### config.mk
export PLATFORM = sky130hd
export DESIGN_NAME = dmem_access_ctrl
export DESIGN_NICKNAME = d
export VERILOG_FILES = /design/src/rtl/dmem_access_ctrl.sv
export SDC_FILE = /design/constraint.sdc
export NUM_CORES = 1
export LEC_CHECK = 0
export CAP_MARGIN = 20
export CORE_MARGIN = 3
export CORE_UTILIZATION = 44
export DETAILED_ROUTE_END_ITERATION = 16
export PLACE_DENSITY = 0.77
export SETUP_SLACK_MARGIN = 0.2
export SLEW_MARGIN = 20
export SYNTH_ARGS = -nofsm -noshare
export SYNTH_HDL_FRONTEND = slang
export SYNTH_SLANG_ARGS = --single-unit
export TNS_END_PERCENT = 5
### constraint.sdc
create_clock -name clk -period 2.3 [get_ports clk]
set_clock_uncertainty 0.05 [all_clocks]
set_input_delay 0.345 -clock clk [delete_from_list [all_inputs] [get_ports clk]]
set_output_delay 0.345 -clock clk [all_outputs]
set_load 0.01 [all_outputs]
### src/rtl/dmem_access_ctrl.sv
// Load/store initiator for the MEM stage: word-aligned accesses to a 32-bit data
// memory, with byte-lane extraction for sub-word loads and read-modify-write for sub-word stores.
module dmem_access_ctrl #(
  parameter int REG_WIDTH       = 32,
  parameter int DMEM_ADDR_WIDTH = 10,
  parameter int DMEM_DEPTH      = 1024
) (
  input  logic                       clk,
  input  logic                       reset_n,
  input  logic                       req_valid,
  output logic                       req_ready,
  input  logic                       req_we,
  input  logic [2:0]                 req_funct3,
  input  logic [DMEM_ADDR_WIDTH-1:0] req_addr,
  input  logic [REG_WIDTH-1:0]       req_wdata,
  output logic                       resp_valid,
  output logic [REG_WIDTH-1:0]       resp_rdata,
  output logic                       resp_err,
  output logic                       dmem_wr_en,
  output logic [DMEM_ADDR_WIDTH-1:0] dmem_addr,
  output logic [REG_WIDTH-1:0]       dmem_wr_data,
  input  logic [REG_WIDTH-1:0]       dmem_data_out
);

  typedef enum logic [2:0] {IDLE, RD, MERGE_WR, WR, RESP} state_t;

  localparam logic [31:0] MAX_ALIGNED = 32'(DMEM_DEPTH - 4);

  state_t                 state;
  logic                   we_q;
  logic [2:0]             funct3_q;
  logic [1:0]             lane_q;
  logic [REG_WIDTH-1:0]   wdata_q;

  logic [DMEM_ADDR_WIDTH-1:0] aligned_addr;
  logic                       req_err;
  logic [REG_WIDTH-1:0]       load_data;
  logic [REG_WIDTH-1:0]       merged_word;
  logic [7:0]                 lane_byte;
  logic [15:0]                lane_half;

  assign aligned_addr = {req_addr[DMEM_ADDR_WIDTH-1:2], 2'b00};

  // NOTE: every signal written in always_comb gets a default first, so no path can infer a latch.
  always_comb begin
    req_err = 1'b0;
    case (req_funct3)
      3'b000:  req_err = 1'b0;
      3'b001:  req_err = req_addr[0];
      3'b010:  req_err = |req_addr[1:0];
      3'b100:  req_err = req_we;
      3'b101:  req_err = req_we | req_addr[0];
      default: req_err = 1'b1;
    endcase
    if (32'(aligned_addr) > MAX_ALIGNED) req_err = 1'b1;
  end

  assign lane_byte = dmem_data_out[{lane_q, 3'b000} +: 8];
  assign lane_half = dmem_data_out[{lane_q[1], 4'b0000} +: 16];

  // funct3[2] selects zero extension; funct3[1:0] selects the access size.
  always_comb begin
    load_data = dmem_data_out;
    case (funct3_q)
      3'b000:  load_data = {{(REG_WIDTH-8){lane_byte[7]}}, lane_byte};
      3'b001:  load_data = {{(REG_WIDTH-16){lane_half[15]}}, lane_half};
      3'b100:  load_data = {{(REG_WIDTH-8){1'b0}}, lane_byte};
      3'b101:  load_data = {{(REG_WIDTH-16){1'b0}}, lane_half};
      default: load_data = dmem_data_out;
    endcase
  end

  // Only SB and SH take the read-modify-write path, so funct3[0] picks half vs byte.
  always_comb begin
    merged_word = dmem_data_out;
    if (funct3_q[0]) merged_word[{lane_q[1], 4'b0000} +: 16] = wdata_q[15:0];
    else             merged_word[{lane_q, 3'b000} +: 8]      = wdata_q[7:0];
  end

  // NOTE: sequential state uses non-blocking assignments so every register samples pre-edge values.
  always_ff @(posedge clk or negedge reset_n) begin
    if (!reset_n) begin
      state        <= IDLE;
      req_ready    <= 1'b1;
      resp_valid   <= 1'b0;
      resp_rdata   <= '0;
      resp_err     <= 1'b0;
      dmem_wr_en   <= 1'b0;
      dmem_addr    <= '0;
      dmem_wr_data <= '0;
      we_q         <= 1'b0;
      funct3_q     <= '0;
      lane_q       <= '0;
      wdata_q      <= '0;
    end else begin
      case (state)
        IDLE: begin
          if (req_valid && req_ready) begin
            we_q      <= req_we;
            funct3_q  <= req_funct3;
            lane_q    <= req_addr[1:0];
            wdata_q   <= req_wdata;
            req_ready <= 1'b0;
            if (req_err) begin
              state      <= RESP;
              resp_valid <= 1'b1;
              resp_err   <= 1'b1;
              resp_rdata <= '0;
            end else if (req_we && req_funct3 == 3'b010) begin
              state        <= WR;
              dmem_addr    <= aligned_addr;
              dmem_wr_en   <= 1'b1;
              dmem_wr_data <= req_wdata;
            end else begin
              state     <= RD;
              dmem_addr <= aligned_addr;
            end
          end
        end
        RD: begin
          if (we_q) begin
            state        <= MERGE_WR;
            dmem_wr_en   <= 1'b1;
            dmem_wr_data <= merged_word;
          end else begin
            state      <= RESP;
            resp_valid <= 1'b1;
            resp_err   <= 1'b0;
            resp_rdata <= load_data;
          end
        end
        MERGE_WR, WR: begin
          state      <= RESP;
          dmem_wr_en <= 1'b0;
          resp_valid <= 1'b1;
          resp_err   <= 1'b0;
          resp_rdata <= '0;
        end
        RESP: begin
          state      <= IDLE;
          resp_valid <= 1'b0;
          req_ready  <= 1'b1;
        end
        default: begin
          state      <= IDLE;
          dmem_wr_en <= 1'b0;
          resp_valid <= 1'b0;
          req_ready  <= 1'b1;
        end
      endcase
    end
  end

endmodule

* Word level (Yosys, flattened, before mapping) *
Index checks and enable logic that the tools add are counted.

cells by class
  muxes and demuxes = 33
  order comparisons = 1
  shifts and indexed selects = 6
  reduce and logical (&&, ||, !) cells = 17
  bitwise gates (word level) = 4
  eq/ne operators = 17
  add/subtract/negate cells = 2

operators with widths
  operator                 count
  $mux 32                  8
  $pmux 32 s4              1
  $pmux 32 s3              1
  $bwmux 32                2
  $pmux 32 s2              1
  $shift 16x7->32 const A  1
  $shift 8x7->32 const A   1
  $shiftx 16x7->32         1
  $shiftx 32x6->16         1
  $shiftx 32x6->8          1
  $shiftx 8x7->32          1
  $eq 3x3->1 const B       5
  $neg 5->7                2
  $ne 2x2->1 const B       6
  $gt 10x10->1 const B     1
  $mux 1                   10
  $reduce_and 5->1         2
  $eq 3x1->1 const B       3
  $eq 3x2->1 const B       3
  $logic_not 3->1          3
  $mux 3                   3
  $pmux 1 s3               3
  $pmux 3 s3               1
  $reduce_and 3->1         2
  other kinds (12)         17

word-level totals
  register bits = 101
  input port bits = 81
  word-level logic and storage cells = 92
  output and inout port bits = 78

* Longest topological paths before layout *
  depth after elaboration = 6
  gate-level depth with buffers = 9

* Worst setup path before layout *
No wires, ideal clock.

  path kind = reg2reg
  from = register lane_q[1]
  to = register dmem_wr_data[18]
  arrival = 2.213 ns
  slack = -0.088 ns
  library setup time = 0.125 ns
  path buffers = 3
  stages on the path, launching flop included = 10
  required time = 2.125 ns
  cell sequence = dfrtp_1 clkbuf_2 buf_2 inv_1 ha_1 nor4bb_1 buf_1 a221o_1 a22o_1 mux2_2

on the way
  longest elaborated chain between the ends = 6

ends and longest elaborated chain
  element                                         line    text
  start, declared                                 32      logic [1:0] lane_q;
  start signal, assigned                          101     lane_q <= req_addr[1:0];
  $neg 5->7, on equally long branches             76, 77
  $shiftx 16x7->32, or another cell as far along  76      if (funct3_q[0]) merged_word[{lane_q[1], 4'b0000} +: 16] = wdata_q[15:0];
  $bwmux 32, on equally long branches             76, 77
  $mux 32 *                                       76
  $mux 32 *                                       121     if (we_q) begin
  $pmux 32 s2 *                                   96      case (state)
  end signal, assigned                            113     dmem_wr_data <= req_wdata;
  end signal, assigned                            124     dmem_wr_data <= merged_word;
  end, declared                                   21      output logic [REG_WIDTH-1:0] dmem_wr_data,

Every way passes the cells marked *; elsewhere a longest branch is shown, timed or not. The select of a mux whose other input is x is not followed.
A chain may end at the register's enable or synchronous reset.

* Final worst setup path *
  from = register lane_q[0]
  to = register dmem_wr_data[12]

on the way
  longest elaborated chain between the ends = 6

ends and longest elaborated chain
  element                                            line  text
  $neg 5->7 *                                        77    else merged_word[{lane_q, 3'b000} +: 8] = wdata_q[7:0];
  $shiftx 8x7->32 or $shift 8x7->32 (tied branches)  77
  $bwmux 32 *                                        77
  $mux 32 *                                          76
  $mux 32 *                                          121
  $pmux 32 s2 *                                      96

Marked as above.

==> out/results.tsv <==
stage	metric	value	unit
critical_path	crit_buf_inv	1	
detailed_routing	drc	0	
floorplanning	io_pins	159	
worst_hold_path	holdPathStages	3	
clocking	clk_pin_slew	0.07	ns
global_route	grt_usage	25.5	%
power	vdd_ir_drop_max	0.750	mV
global_route	antenna_found_initial	0	
job	maxCapViolCount	0	
layout	nets	757	
synthesis	ys_async_sr_fraction	100	%
floorplanning	rows	41	
layout	regArea	2530	sq um
sta	finalSetupTns	0	ns
place	portBuffers	156	
synthesis	avgSynthCellArea	11.3	sq um
critical_path	critPathCaptureType	register	
floorplanning	die_x	121	microns
clocking	numClockSinks	101	
detailed_routing	drt-pass1-iter-count	5	
floorplanning	die_y	121	microns
worst_hold_path	hold_start	req_addr[0]	
sta	setup_viol	0	
power	powerDensity	1280	nW/um^2
global_route	grt_pass1_vias	5143	
sta	rsz0062_at_grt	true	
critical_path	r2r-end	dmem_wr_data[12]	
detailed_routing	routed_wl	18600	microns
detailed_routing	wl_per_cell	22.0	microns
clocking	cts_buffers	9	
synthesis	netlist_instances	515	
clocking	cts_tree	done	
clocking	cts_buffer_depth	2	
synthesis	ys_types	48	
layout	multi_input_area	2950	sq um
layout	syn2layout_area_growth	38.7	%
global_route	grt_pass1_wl	28500	microns
layout	fillCellCount	972	
clocking	cts-root-buf	clkbuf_16	
synthesis	ys_seq_area_share	43.6	%
place	dpl.hpwl	13400	microns
sta	finalCritPeriodShare	88.6	%
run_status	status	complete, no violations	
worst_hold_path	hp-class	primary input to register	
critical_path	path_cells	inv_1 -> ha_2 -> and4b_1 -> a221o_1 -> a21oi_1 -> mux2i_1	
critical_path	worstPathMaxFanout	8	
synthesis	synth.cell_area	5800	sq um
place	postPlaceCellArea	7660	sq um
critical_path	reg2regPathDepth	6	
sta	finalHoldViolations	0	
clocking	insertion_delay	0.36	ns
detailed_routing	vias	5024	
critical_path	crit_slowest_cell	dfrtp_1	
synthesis	ys_ff_latch	101	
floorplanning	coreArea	12800	sq um
sta	max_freq	0.491	GHz
worst_hold_path	holdPathEnd	lane_q[0]	
place	gp_congestion	0.877	
critical_path	rrSetupSlack	0.26	ns
detailed_routing	ant_nets	0	
synthesis	synth-warning-count	0	
sta	tightest_slew	0.582	ns
critical_path	rr_startpoint	lane_q[0]	
sta	whs	0.380	ns
layout	stdcell_area	8050	sq um
detailed_routing	dr.first_iter.drc_count	625	
floorplanning	start_util	45.4	%
layout	antenna_cells	0	
floorplanning	die-area	14600	sq um
critical_path	crit_family	compound AO/OA/AOI/OAI gates	
critical_path	cp.arrival	2.22	ns
layout	post-route-util	63.0	%
global_route	grt_overflow	0	
clocking	cts_max_level	3	
critical_path	start_kind	register	
detailed_routing	vias_per_cell	5.92	
power	leakage	3.40	nW
sta	final_max_slew_viol_count	0	
critical_path	crit_required	2.49	ns
critical_path	critical-path-max-stage-delay	0.39	ns
critical_path	crit_type	register to register	
sta	min_period	2.04	ns
sta	max_slew_margin	61.2	%
layout	drive_gt1_share	17.8	%
synthesis	synth_ff_type	dfrtp_1	
synthesis	synth_edf_count	0	
global_route	grt_max_degree	65	
metrics by stage:
| step | power [mW] | std cells | setup slack [ns] |
|---|---|---|---|
| detailed placement | 8.60 | 829 | -0.186 |
| floorplan | 6.38 | 516 | 0.200 |
| global route | 10.9 | 848 | 0.189 |
| finish | 10.3 | 848 | 0.263 |
| CTS | 10.1 | 846 | 0.156 |
| global placement | 8.41 | 829 | -0.0296 |
area by class of cell:
cell class	count	share of cell area, %
multi-input combinational	331	36.6
sequential	101	31.4
timing repair buffer	186	23.7
clock buffer	9	2.80
tap	172	2.67
inverter	42	1.99
clock inverter	7	0.746
worst max path at each step:
stage	start	endpoint	slack (ns)	cells past startpoint
after global placement	lane_q[0]	dmem_wr_data[30]	-0.03	6
after global routing	req_we	dmem_wr_data[12]	0.19	7
after floorplan	lane_q[1]	dmem_wr_data[18]	0.20	9
final	lane_q[0]	dmem_wr_data[12]	0.26	6
after detailed placement	lane_q[0]	dmem_wr_data[27]	-0.19	6
after CTS	lane_q[0]	dmem_wr_data[27]	0.16	6
cells in the mapped netlist, drive strengths merged (4+ instances only):
cell type | number | area (sq um)
dfrtp | 100 | 2500
mux2i | 63 | 643
mux2 | 52 | 586
inv | 42 | 158
a221o | 40 | 400
a21oi | 39 | 206
buf | 30 | 181
nor2b | 22 | 138
a22o | 17 | 149
o221ai | 14 | 123
clkbuf | 12 | 46.3
o21ai | 12 | 71.3
a21o | 11 | 82.6
a221oi | 10 | 93.8
o22ai | 8 | 50.1
nor2 | 6 | 22.5
ha | 5 | 62.6
nand2 | 5 | 18.8
nor4bb | 4 | 40.0
metal layers:
layer,global-route usage [%],wire length [microns],vias to the layer above
met5,0,0,-
met1,34.5,7810,2435
met3,6.11,1610,53
met4,10.5,642,0
li1,-,-,2254
met2,39.5,8570,282
worst min-delay path: stages:
cell and delay, ns:
dlymetal6s2s_1 0.19, nand2_1 0.12, o21ai_0 0.09
cells by family (layout without fill, tap and decap cells):
family	count (synthesis)	in the layout	share of synthesized area, %
AOI/OAI and AO/OA	155	155	20.9
other	1	2	0.0646
adders and majority gates	5	5	1.08
muxes	116	116	21.6
and+or+nand+nor	53	53	6.21
buffers and inverters	84	244	6.64
DFF	101	101	43.6
flip-flops by register name (all words and copies together) (netlist names), 2 cells and up:
signal,cells
dmem_wr_data,32
dmem_addr,8
lane_q,2
wdata_q,16
resp_rdata,32
funct3_q,3
state,3
power by group:
group	total, mW	switching (mW)	internal, mW
Sequential	3.35	0.773	2.57
Combinational	5.47	2.48	3.00
Clock	1.49	0.738	0.749
what timing repair did:
item                       4_1_cts  5_1_grt
setup endpoints to repair       22       49
hold buffers                     1        0
cloned                           0        1
resized for setup                2       10
setup buffers                    0        1
hold endpoints to repair        36        0
pin swaps                        0        4
cell usage in the layout, fill, tap and decap left out, types with 3 or more instances in the layout:
cell / Yosys / layout
buf_12: 0 / 8
clkdlybuf4s50_1: 0 / 152
buf_4: 7 / 21
a21oi_1: 38 / 38
clkbuf_16: 0 / 10
ha_1: 5 / 3
nor2_1: 6 / 6
a21o_1: 11 / 11
nand2_1: 5 / 5
dfrtp_1: 100 / 98
a22o_1: 17 / 17
mux2i_1: 62 / 62
o221ai_1: 14 / 14
nor2b_1: 22 / 22
clkinvlp_4: 0 / 3
o22ai_1: 8 / 8
inv_1: 40 / 39
dlymetal6s2s_1: 0 / 3
a221o_1: 40 / 40
o21ai_0: 5 / 5
o21ai_1: 6 / 6
mux2_2: 52 / 52
a221oi_1: 9 / 9
No activity file was read; power rests on OpenSTA's default activity.
